$ cat config.mk
export PLATFORM = sky130hd
export DESIGN_NAME = flap_input_conditioner
export DESIGN_NICKNAME = d
export VERILOG_FILES = /design/src/rtl/flap_input_conditioner.sv
export SDC_FILE = /design/constraint.sdc
export NUM_CORES = 1
export LEC_CHECK = 0
export CAP_MARGIN = 5
export CORE_MARGIN = 3
export CORE_UTILIZATION = 45
export DETAILED_ROUTE_END_ITERATION = 16
export PLACE_DENSITY_LB_ADDON = 0.12
export SETUP_SLACK_MARGIN = 0.05
export SLEW_MARGIN = 10
export SYNTH_ARGS = -nofsm -noshare
export SYNTH_HDL_FRONTEND = slang
export SYNTH_SLANG_ARGS = --single-unit
$ cat constraint.sdc
create_clock -name clk -period 3.85 [get_ports clk]
set_clock_uncertainty 0.05 [all_clocks]
set_input_delay 0.77 -clock clk [delete_from_list [all_inputs] [get_ports clk]]
set_output_delay 0.77 -clock clk [all_outputs]
set_load 0.02 [all_outputs]
$ cat src/rtl/flap_input_conditioner.sv
// Per-channel push-button conditioner: two-flop sync, counter debounce, one-cycle press
// pulse on each accepted press, and optional auto-repeat while the button stays held.
module flap_input_conditioner #(
  parameter int unsigned N             = 4,
  parameter int unsigned DB_CYCLES     = 4,
  parameter int unsigned HOLD_CYCLES   = 16,
  parameter int unsigned REPEAT_CYCLES = 8
) (
  input  logic         clk,
  input  logic         reset,
  input  logic [N-1:0] button,
  input  logic [N-1:0] repeat_en,
  output logic [N-1:0] level,
  output logic [N-1:0] press,
  output logic [N-1:0] held
);

  localparam int unsigned MaxDbHold = (DB_CYCLES > HOLD_CYCLES) ? DB_CYCLES : HOLD_CYCLES;
  localparam int unsigned MaxCycles = (MaxDbHold > REPEAT_CYCLES) ? MaxDbHold : REPEAT_CYCLES;
  localparam int unsigned CW        = $clog2(MaxCycles + 1);

  localparam logic [CW-1:0] DbLast   = CW'(DB_CYCLES - 1);
  localparam logic [CW-1:0] HoldLast = CW'(HOLD_CYCLES - 1);
  localparam logic [CW-1:0] RepLast  = CW'(REPEAT_CYCLES - 1);

  typedef enum logic [1:0] {StIdle, StHold, StRepeat} state_e;

  for (genvar i = 0; i < N; i++) begin : g_chan
    logic          s1_q, s2_q;
    logic          level_q, level_d;
    logic          press_q, held_q;
    logic [CW-1:0] db_cnt_q, db_cnt_d;
    logic [CW-1:0] hold_cnt_q, rep_cnt_q;
    logic          rise, fall;
    state_e        state_q;

    // The FSM reacts to the level change in the same edge it is accepted, so press
    // appears together with the new level.
    always_comb begin
      level_d  = level_q;
      db_cnt_d = '0;
      if (s2_q != level_q) begin
        if (db_cnt_q == DbLast) begin
          level_d = s2_q;
        end else begin
          db_cnt_d = db_cnt_q + CW'(1);
        end
      end
    end

    assign rise = level_d & ~level_q;
    assign fall = ~level_d & level_q;

    always_ff @(posedge clk) begin
      if (!reset) begin
        s1_q       <= 1'b0;
        s2_q       <= 1'b0;
        level_q    <= 1'b0;
        db_cnt_q   <= '0;
        press_q    <= 1'b0;
        held_q     <= 1'b0;
        hold_cnt_q <= '0;
        rep_cnt_q  <= '0;
        state_q    <= StIdle;
      end else begin
        s1_q     <= button[i];
        s2_q     <= s1_q;
        level_q  <= level_d;
        db_cnt_q <= db_cnt_d;
        press_q  <= 1'b0;
        case (state_q)
          StIdle: begin
            held_q <= 1'b0;
            if (rise) begin
              press_q    <= 1'b1;
              hold_cnt_q <= '0;
              state_q    <= StHold;
            end
          end
          StHold: begin
            if (fall) begin
              held_q  <= 1'b0;
              state_q <= StIdle;
            end else if (hold_cnt_q == HoldLast && repeat_en[i]) begin
              press_q   <= 1'b1;
              held_q    <= 1'b1;
              rep_cnt_q <= '0;
              state_q   <= StRepeat;
            end else if (hold_cnt_q != HoldLast) begin
              hold_cnt_q <= hold_cnt_q + CW'(1);
            end
          end
          StRepeat: begin
            // A release wins over a repeat pulse due on the same edge.
            if (fall) begin
              held_q  <= 1'b0;
              state_q <= StIdle;
            end else if (!repeat_en[i]) begin
              held_q     <= 1'b0;
              hold_cnt_q <= '0;
              state_q    <= StHold;
            end else if (rep_cnt_q == RepLast) begin
              press_q   <= 1'b1;
              rep_cnt_q <= '0;
            end else begin
              rep_cnt_q <= rep_cnt_q + CW'(1);
            end
          end
          default: begin
            held_q  <= 1'b0;
            state_q <= StIdle;
          end
        endcase
      end
    end

    assign level[i] = level_q;
    assign press[i] = press_q;
    assign held[i]  = held_q;
  end

endmodule
---- After elaboration in Yosys (flattened, before gate mapping) ----
Index checks and enable logic that the tools add are counted.
operators by class
  add/subtract/negate cells ............... 12
  equal/unequal tests ..................... 68
  mux-type cells .......................... 132
  bitwise logic cells ..................... 21
  reductions and logical operators ........ 36
operators with widths
  cell                                                                     count
  5-bit 2-to-1 mux                                                         44
  2-bit inequality test, second input constant                             32
  5-bit by 1-bit adder with 5-bit output, second input constant            12
  5-bit one-hot mux with 3 select lines                                    4
  1-bit 2-to-1 mux                                                         48
  2-bit 2-to-1 mux                                                         20
  5-bit one-hot mux with 2 select lines                                    4
  7-bit AND reduction                                                      4
  3-bit inequality test, second input constant                             8
  2-bit one-hot mux with 3 select lines                                    4
  5-bit by 2-bit equality test with 1-bit output, second input constant    4
  5-bit by 3-bit equality test with 1-bit output, second input constant    4
  5-bit by 4-bit equality test with 1-bit output, second input constant    4
  5-bit by 4-bit inequality test with 1-bit output, second input constant  4
  5-bit AND reduction                                                      4
  1-bit inverter                                                           13
  1-bit one-hot mux with 3 select lines                                    4
  3-bit AND reduction                                                      4
  3-bit nonzero test                                                       4
  3-bit OR reduction                                                       4
  1-bit AND                                                                8
  2-bit by 1-bit equality test with 1-bit output, second input constant    4
  2-bit equality test, second input constant                               4
  2-bit zero test                                                          4
  5 further kinds                                                          20
storage, ports and cells
  register bits after elaboration ......... 88
  output and inout port bits .............. 12
  logic and storage cells ................. 305

---- Depth between registers and ports, before layout ----
Gate-level depths: netlist of the first run.
  depth after elaboration ................. 7
  depth in mapped cells ................... 9

---- Least setup slack after synthesis of the first run ----
OpenSTA, ideal clock, no wires.
  kind .................................... reg-to-reg
  start point ............................. reg g_chan[3].hold_cnt_q[0]
  end point ............................... reg g_chan[3].hold_cnt_q[3]
  library setup time ...................... 0.095 ns
  arrival ................................. 2.043 ns
  data required time ...................... 3.705 ns
  path slack .............................. 1.662 ns
  cell stages (with the launch flop) ...... 9
  cell sequence ........................... dfxtp_1 ha_1 and3_1 ha_1 nor2b_1 a21oi_1 nor4_1 nand3_1 o311ai_1
on the way
  word-level cells in the longest chain between the ends .. 5
  elaborated cells on any way between the ends .. 11
  classes of those cells .................. add/sub (1); eq/ne (4); mux (4); reduce/logical (2)
RTL lines
  what                                    line  RTL
  from (decl)                             33    logic [CW-1:0] hold_cnt_q, rep_cnt_q;
  from (signal assigned)                  90    hold_cnt_q <= hold_cnt_q + CW'(1);
  5-bit by 1-bit adder with 5-bit output  90
  5-bit 2-to-1 mux                        89    end else if (hold_cnt_q != HoldLast) begin
  5-bit 2-to-1 mux                        84    end else if (hold_cnt_q == HoldLast && repeat_en[i]) begin
  5-bit 2-to-1 mux                        81    if (fall) begin
  5-bit one-hot mux with 3 select lines   71    case (state_q)
Parallel ways exist; a longest one is shown, timed or not. The select of a mux whose other input is x is not followed.
A chain may end at the register's enable or synchronous reset.

---- Final worst setup path of the first run ----
Same ends and word-level chain as after synthesis.

==> impl_metrics.xml, run 1 <==
<?xml version="1.0" encoding="UTF-8"?>
<metrics>
  <group name="floorplanning">
    <metric name="die_area" unit="um^2">10760</metric>
    <metric name="core_region_area" unit="um^2">9284</metric>
    <metric name="fp-row-count" unit="">35</metric>
    <metric name="die_span_y" unit="um">103.7</metric>
    <metric name="die_width" unit="um">103.7</metric>
    <metric name="start_util" unit="%">46.31</metric>
    <metric name="io_pins" unit="">22</metric>
  </group>
  <group name="timing">
    <metric name="slew-limit-headroom" unit="%">46.03</metric>
    <metric name="finalSetupTns" unit="ns">0</metric>
    <metric name="worstMarginPinSlew" unit="ns">0.8096</metric>
    <metric name="timing_max_transition_violations_final" unit="">0</metric>
    <metric name="period_share" unit="%">66.27</metric>
    <metric name="post-route-min-period" unit="ns">2.552</metric>
    <metric name="report.final.hold_viol_count" unit="">0</metric>
    <metric name="fmaxAchievable" unit="GHz">0.3919</metric>
    <metric name="unrepaired_setup_endpoints_after_global_routing" unit="">no</metric>
    <metric name="setup_viol" unit="">0</metric>
  </group>
  <group name="power_and_ir_drop">
    <metric name="pwr_density_cell" unit="nW/um^2">363.0</metric>
    <metric name="power.static_leakage" unit="nW">1.694</metric>
    <metric name="worst_vdd_drop" unit="uV">198.0</metric>
    <metric name="totalPowerFinal" unit="mW">1.730</metric>
  </group>
  <group name="clocking">
    <metric name="tritoncts_num_sinks" unit="">88</metric>
    <metric name="insertion_delay" unit="ns">0.37</metric>
    <metric name="clock_tree.buffer_depth" unit="">2</metric>
    <metric name="cts_max_level" unit="">3</metric>
    <metric name="cts_buffers" unit="">9</metric>
    <metric name="cts.hold.buffers_added" unit="">0</metric>
    <metric name="cts.root.buffer_cell" unit="">sky130_fd_sc_hd__clkbuf_8</metric>
    <metric name="post-cts-setup-buffer-count" unit="">0</metric>
    <metric name="post_cts_resize_count" unit="">0</metric>
    <metric name="cts.clk_slew.worst_paths" unit="ns">0.09</metric>
    <metric name="tritoncts" unit="">done</metric>
  </group>
  <group name="route">
    <metric name="drt-initial-drc-count" unit="">81</metric>
    <metric name="via_count" unit="">3455</metric>
    <metric name="drt_pre_antenna_iters" unit="">6</metric>
    <metric name="wl_per_cell" unit="um">12.85</metric>
    <metric name="avgViaCountPerCell" unit="">5.348</metric>
    <metric name="drc" unit="">0</metric>
    <metric name="postRouteWirelength" unit="mm">8.301</metric>
    <metric name="drt.antenna.violating_nets" unit="">0</metric>
  </group>
  <group name="logic_synthesis">
    <metric name="syn-num-nets" unit="">533</metric>
    <metric name="post-synth-top-area-fraction" unit="%">40.98</metric>
    <metric name="yosys-top-cells-count" unit="">88 x sky130_fd_sc_hd__dfxtp_1, 58 x sky130_fd_sc_hd__nor2_1, 49 x sky130_fd_sc_hd__nand2_1, 29 x sky130_fd_sc_hd__nand3_1, 23 x sky130_fd_sc_hd__o21ai_0</metric>
    <metric name="ys_types" unit="">63</metric>
    <metric name="ys_seq_elements" unit="">88</metric>
    <metric name="synthFlopType" unit="">sky130_fd_sc_hd__dfxtp_1</metric>
    <metric name="synth_area_leader_cell" unit="">sky130_fd_sc_hd__dfxtp_1</metric>
    <metric name="synthesis.yosys.warnings" unit="">0</metric>
    <metric name="yosys-top-cells-area" unit="">sky130_fd_sc_hd__dfxtp_1 41%, sky130_fd_sc_hd__nor2_1 5.1%, sky130_fd_sc_hd__ha_1 4.7%</metric>
    <metric name="asyncSetResetFlopFracSynth" unit="%">0</metric>
    <metric name="most_repeated_cell_in_the_gate_level_netlist_after_synthesis" unit="">sky130_fd_sc_hd__dfxtp_1</metric>
    <metric name="sequential_element_share_of_the_synthesized_area" unit="%">40.98</metric>
    <metric name="syn_inst_count" unit="">507</metric>
    <metric name="syn_avg_cell_area" unit="um^2">8.480</metric>
    <metric name="synth_area" unit="um^2">4299</metric>
    <metric name="synth-edff-count" unit="">0</metric>
  </group>
  <group name="outcome">
    <metric name="status" unit="">finished, final reports clean</metric>
  </group>
  <group name="grt">
    <metric name="globalRouteTotalUtil" unit="%">15.83</metric>
    <metric name="globalRouteOverflowTotal" unit="">0</metric>
    <metric name="grt_pass1_wl" unit="mm">14.45</metric>
    <metric name="via_count_of_the_first_global_routing_pass" unit="">3259</metric>
    <metric name="grt_start_max_net_pins" unit="">48</metric>
    <metric name="antenna_found_initial" unit="">0</metric>
  </group>
  <group name="worst_setup_path">
    <metric name="path_delay_family" unit="">simple AND/OR/NAND/NOR gates</metric>
    <metric name="critPathArrivalTime" unit="ns">2.78</metric>
    <metric name="most_repeated_library_cell_on_the_critical_path" unit="">sky130_fd_sc_hd__ha_1</metric>
    <metric name="crit_chain" unit="">ha_1 &gt; and3_1 &gt; ha_1 &gt; nor2b_1 &gt; a21oi_1 &gt; nor4_1 &gt; nand3_1 &gt; o311ai_1</metric>
    <metric name="setup_cp_type" unit="">flip-flop to flip-flop</metric>
    <metric name="critical_path.max_fanout" unit="">6</metric>
    <metric name="crit_path_end_kind" unit="">flip-flop</metric>
    <metric name="timing.critical_path.from_type" unit="">flip-flop</metric>
    <metric name="timing.critical_path.required" unit="ns">4.07</metric>
    <metric name="timing.critical_path.slowest_stage_cell" unit="">sky130_fd_sc_hd__nor4_1</metric>
    <metric name="worstPathBufferInverterCount" unit="">0</metric>
    <metric name="worst_path_largest_cell_delay" unit="ns">0.67</metric>
  </group>
  <group name="cells_and_area">
    <metric name="sequential_cell_area" unit="um^2">1762</metric>
    <metric name="syn_to_final_growth" unit="%">10.86</metric>
    <metric name="antenna_cells" unit="">0</metric>
    <metric name="layout-drive-gt1-share" unit="%">5.609</metric>
    <metric name="final_design_area_no_fill" unit="um^2">4766</metric>
    <metric name="multi_input_area" unit="um^2">2312</metric>
    <metric name="fillers" unit="">921</metric>
    <metric name="fin_nets" unit="">538</metric>
  </group>
  <group name="placement">
    <metric name="postPlaceCellArea" unit="um^2">4524</metric>
    <metric name="place.gp.congestion" unit="">0.8247</metric>
    <metric name="port_buffers" unit="">21</metric>
    <metric name="detailed_placer_s_ending_hpwl" unit="mm">5.701</metric>
  </group>
  <group name="run">
    <metric name="max_cap_viols" unit="">0</metric>
  </group>
  <group name="hold_path">
    <metric name="hp-class" unit="">flip-flop to flip-flop</metric>
  </group>
</metrics>
[worst paths after layout]
path	from	end	slack, ns	depth (start not counted)
max reg2reg	g_chan[3].hold_cnt_q[0]	g_chan[3].hold_cnt_q[3]	1.30	8
max	g_chan[3].hold_cnt_q[0]	g_chan[3].hold_cnt_q[3]	1.30	8
min	g_chan[3].s1_q	g_chan[3].s2_q	0.38	1
min reg2reg	g_chan[3].s1_q	g_chan[3].s2_q	0.38	1
[metal layers]
layer,vias up,share of wire [%],GRT usage (%)
met5,-,0,0
met4,0,1.2,5.603
met3,8,3.5,4.424
met2,46,45,25.89
met1,1611,50,20.09
li1,1790,-,-
[power breakdown]
| group | switching (mW) | leakage, nW | internal, mW |
|---|---|---|---|
| logic | 0.0255 | 0.860 | 0.0157 |
| registers | 0.00363 | 0.710 | 0.914 |
| clock network | 0.337 | 0.124 | 0.433 |
[area by class of cell]
type / instances / area share (%)
multi-input combinational: 374 / 48.52
sequential: 88 / 36.97
clock inverter: 7 / 2.468
tap: 129 / 3.387
clock buffer: 9 / 2.599
inverter: 15 / 1.181
timing repair buffer: 24 / 4.883
[state kept, by name (all words and copies together) (netlist names)]
register,cells
g_chan.level_q,4
g_chan.s2_q,4
g_chan.state_q,8
g_chan.held_q,4
g_chan.rep_cnt_q,20
g_chan.press_q,4
g_chan.s1_q,4
g_chan.hold_cnt_q,20
g_chan.db_cnt_q,20
[metrics by stage]
stage / utilization [%] / cells / worst slack [ns] / hold slack, ns
after detailed placement: 48.73 / 630 / 1.099 / 0.3707
after CTS: 51.33 / 646 / 1.321 / 0.3856
after global routing: 51.33 / 646 / 0.9724 / 0.4148
final: 51.33 / 646 / 1.298 / 0.3815
after floorplan: - / 507 / 1.662 / 0.3619
after global placement: 48.73 / 630 / 1.171 / 0.3650
[logic make-up after synthesis]
family	after synthesis	synth area share, %
AO/OA/AOI/OAI	92	13.65
XOR/XNOR	23	4.686
adder cells (fa/ha/maj)	16	4.657
buffers and inverters	45	5.239
flip-flops	88	40.98
multiplexers	8	1.863
AND/OR/NAND/NOR	235	28.93
[placed cells by master, fill, tap and decap left out, drive strengths merged, types with 3 or more instances in the layout]
cell / n
dfxtp: 88
nor2: 58
nand2: 49
nand3: 29
o21ai: 24
a21oi: 23
clkdlybuf4s50: 21
inv: 17
nand2b: 16
ha: 16
xor2: 15
and2: 13
nor2b: 12
nor3: 11
clkbuf: 9
xnor2: 8
a31oi: 8
mux2i: 8
nand4: 7
o22ai: 6
nor4: 5
or4b: 5
and3: 4
nor3b: 4
o21a: 4
or3: 4
nor4b: 4
and3b: 3
nand3b: 3
o211ai: 3
o41ai: 3
o31ai: 3
bufinv: 3
buf: 3
(Power assumes the default switching activity.)
==> run 2, diff against run 1 <==
==> constraint.sdc (replaced) <==
create_clock -name clk -period 2.28 [get_ports clk]
set_clock_uncertainty 0.05 [all_clocks]
set_input_delay 0.456 -clock clk [delete_from_list [all_inputs] [get_ports clk]]
set_output_delay 0.456 -clock clk [all_outputs]
set_load 0.02 [all_outputs]
==> run 2 against run 1 <==
Compared with the run above: sequential share of layout area shrank 1.4 points; combinational power rose by 89%; first-iteration DRC count up 12%; count of clock-buffer cells in the layout increased by 3; sequential cell count unchanged; non-clock buffer count up 23; sequential power up 69%; critical path depth is 2 lower; clock power up 30%; critical endpoint is now g_chan[2].hold_cnt_q[3].
==> impl_metrics.xml, run 2 (synthesized netlist as in run 1, its figures left out) <==
<?xml version="1.0" encoding="UTF-8"?>
<metrics>
  <group name="floorplanning">
    <metric name="die_span_y" unit="um">103.7</metric>
    <metric name="fp-row-count" unit="">35</metric>
    <metric name="core_region_area" unit="um^2">9284</metric>
    <metric name="die_width" unit="um">103.7</metric>
    <metric name="io_pins" unit="">22</metric>
    <metric name="die_area" unit="um^2">10760</metric>
    <metric name="start_util" unit="%">46.31</metric>
  </group>
  <group name="timing">
    <metric name="setup_viol" unit="">0</metric>
    <metric name="slew-limit-headroom" unit="%">57.62</metric>
    <metric name="report.final.hold_viol_count" unit="">0</metric>
    <metric name="unrepaired_setup_endpoints_after_global_routing" unit="">no</metric>
    <metric name="post-route-min-period" unit="ns">2.117</metric>
    <metric name="finalSetupTns" unit="ns">0</metric>
    <metric name="fin_worst_hold_slack" unit="ns">0.3883</metric>
    <metric name="layout_setup_ws" unit="ns">0.1626</metric>
    <metric name="worstMarginPinSlew" unit="ns">0.6288</metric>
    <metric name="fmaxAchievable" unit="GHz">0.4723</metric>
    <metric name="period_share" unit="%">92.87</metric>
    <metric name="timing_max_transition_violations_final" unit="">0</metric>
  </group>
  <group name="worst_setup_path">
    <metric name="critPathArrivalTime" unit="ns">2.35</metric>
    <metric name="timing.critical_path.slowest_stage_cell" unit="">sky130_fd_sc_hd__or4_1</metric>
    <metric name="critical_path.max_fanout" unit="">4</metric>
    <metric name="timing.critical_path.required" unit="ns">2.51</metric>
    <metric name="crit_chain" unit="">ha_1 &gt; or4b_4 &gt; nor4b_4 &gt; a21oi_2 &gt; or4_1 &gt; o21ai_0</metric>
    <metric name="timing.critical_path.from_type" unit="">flip-flop</metric>
    <metric name="crit_path_end_kind" unit="">flip-flop</metric>
    <metric name="worst_path_largest_cell_delay" unit="ns">0.50</metric>
    <metric name="setup_cp_type" unit="">flip-flop to flip-flop</metric>
  </group>
  <group name="clocking">
    <metric name="cts.root.buffer_cell" unit="">sky130_fd_sc_hd__clkbuf_8</metric>
    <metric name="clock_tree.buffer_depth" unit="">2</metric>
    <metric name="cts_buffers" unit="">9</metric>
    <metric name="cts_max_level" unit="">3</metric>
    <metric name="cts.hold.buffers_added" unit="">0</metric>
    <metric name="insertion_delay" unit="ns">0.35</metric>
    <metric name="tritoncts_num_sinks" unit="">88</metric>
    <metric name="cts.clk_slew.worst_paths" unit="ns">0.09</metric>
    <metric name="tritoncts" unit="">done</metric>
  </group>
  <group name="grt">
    <metric name="globalRouteMet1Util" unit="%">20.80</metric>
    <metric name="via_count_of_the_first_global_routing_pass" unit="">3405</metric>
    <metric name="global_route.usage.met2" unit="%">27.48</metric>
    <metric name="globalRouteTotalUtil" unit="%">16.33</metric>
    <metric name="globalRouteOverflowTotal" unit="">0</metric>
    <metric name="grt_start_max_net_pins" unit="">22</metric>
    <metric name="grt_most_used_layer" unit="">met2</metric>
    <metric name="antenna_found_initial" unit="">0</metric>
    <metric name="grt_pass1_wl" unit="mm">15.15</metric>
    <metric name="gr-usage-met3" unit="%">3.863</metric>
  </group>
  <group name="power_and_ir_drop">
    <metric name="p_switching" unit="mW">0.5991</metric>
    <metric name="worst_vdd_drop" unit="uV">423.6</metric>
    <metric name="share_seq_of_total_power" unit="%">58.9</metric>
    <metric name="power.share.clock" unit="%">38.2</metric>
    <metric name="power_switching_share" unit="%">22.75</metric>
    <metric name="power.static_leakage" unit="nW">1.785</metric>
    <metric name="pwr_density_cell" unit="nW/um^2">532.2</metric>
    <metric name="power_report.internal_total" unit="mW">2.034</metric>
    <metric name="comb_power_share" unit="%">3.0</metric>
  </group>
  <group name="cells_and_area">
    <metric name="multi_input_area" unit="um^2">2379</metric>
    <metric name="sequential_cell_area" unit="um^2">1762</metric>
    <metric name="fin_nets" unit="">561</metric>
    <metric name="leading_cell_type_in_the_layout_fill_and_taps_excluded" unit="">sky130_fd_sc_hd__dfxtp_1</metric>
    <metric name="syn_to_final_growth" unit="%">15.08</metric>
    <metric name="layout.cells.most_common_list" unit="">88 x sky130_fd_sc_hd__dfxtp_1, 57 x sky130_fd_sc_hd__nor2_1, 49 x sky130_fd_sc_hd__nand2_1, 29 x sky130_fd_sc_hd__nand3_1, 26 x sky130_fd_sc_hd__buf_4</metric>
    <metric name="fillers" unit="">873</metric>
    <metric name="final_core_utilization" unit="%">53.29</metric>
    <metric name="layout-drive-gt1-share" unit="%">11.85</metric>
    <metric name="post_layout_nonfiller_instances" unit="">669</metric>
    <metric name="antenna_cells" unit="">0</metric>
    <metric name="layout_top_registers" unit="">g_chan.db_cnt_q x20, g_chan.hold_cnt_q x20, g_chan.rep_cnt_q x20</metric>
  </group>
  <group name="placement">
    <metric name="place.gp.congestion" unit="">0.8273</metric>
    <metric name="dpl.cell_count" unit="">651</metric>
    <metric name="pre_cts_slack" unit="ns">0.02046</metric>
    <metric name="detailed_placer_s_ending_hpwl" unit="mm">5.960</metric>
    <metric name="port_buffers" unit="">21</metric>
  </group>
  <group name="route">
    <metric name="wl_per_cell" unit="um">12.56</metric>
    <metric name="postRouteWirelength" unit="mm">8.405</metric>
    <metric name="drt-initial-drc-count" unit="">91</metric>
    <metric name="via_count" unit="">3548</metric>
    <metric name="drt_pre_antenna_iters" unit="">5</metric>
    <metric name="drt.antenna.violating_nets" unit="">0</metric>
    <metric name="drc" unit="">0</metric>
    <metric name="avgViaCountPerCell" unit="">5.303</metric>
  </group>
  <group name="outcome">
    <metric name="status" unit="">finished, final reports clean</metric>
  </group>
  <group name="hold_path">
    <metric name="hp-class" unit="">flip-flop to flip-flop</metric>
  </group>
  <group name="run">
    <metric name="max_cap_viols" unit="">0</metric>
  </group>
</metrics>
-- run 2: cell types whose count changed in the layout (fill, tap and decap cells not counted), sizes merged --
cell      before  now
clkbuf         9   12
clkinvlp       0    2
buf            3   26
bufinv         3    0
inv           17   15
-- run 2: timing repair --
item / CTS / global route
endpoints found under the setup margin: 3 / 18
pin swaps: 0 / 3
gates resized for setup: 2 / 12
buffers inserted: 0 / 2
endpoints found under the hold margin: 0 / 0
-- run 2: power groups by stage --
stage | clock, mW | combinational (mW) | sequential (mW)
CTS | 1.06 | 0.0784 | 1.55
global placement | 0 | 0.0775 | 1.59
floorplan | 0 | 0.0384 | 1.59
global route | 1.10 | 0.0866 | 1.55
detailed placement | 0 | 0.0780 | 1.59
finish | 1.00 | 0.0778 | 1.55
-- run 2: final cells by class --
class,count,area share [%]
sequential,88,35.61
multi-input combinational,374,48.08
clock buffer,12,3.136
inverter,15,1.138
timing repair buffer,47,8.194
tap,129,3.263
clock inverter,4,0.5817
-- run 2: metrics by stage --
stage	total power, mW	instance area [um^2]
2_1_floorplan	1.624	4299
3_3_place_gp	1.664	4682
3_5_place_dp	1.665	4682
4_1_cts	2.686	4877
5_1_grt	2.741	4947
6_report	2.633	4947
-- run 2: path summary, 6_finish.rpt --
path	slack [ns]	depth (start not counted)	from	endpoint
hold reg to reg	0.39	1	g_chan[2].s1_q	g_chan[2].s2_q
setup / recovery	0.16	6	g_chan[2].db_cnt_q[0]	g_chan[2].hold_cnt_q[3]
setup reg to reg	0.16	6	g_chan[2].db_cnt_q[0]	g_chan[2].hold_cnt_q[3]
hold / removal	0.39	1	g_chan[2].s1_q	g_chan[2].s2_q
-- run 2: worst max-delay path, delay by kind of cell (launching register included) --
family	cells	cell delay, ns
and+or+nand+nor	3	1.31
DFF	1	0.36
adders and majority gates	1	0.17
AOI/OAI and AO/OA	2	0.16
-- run 2: per-layer routing --
layer,routed length [um],up-vias,share of wire [%]
met5,0,-,0
met4,103,0,1.2
met3,228,12,2.7
met2,3930,38,47
met1,4143,1658,49
li1,-,1840,-
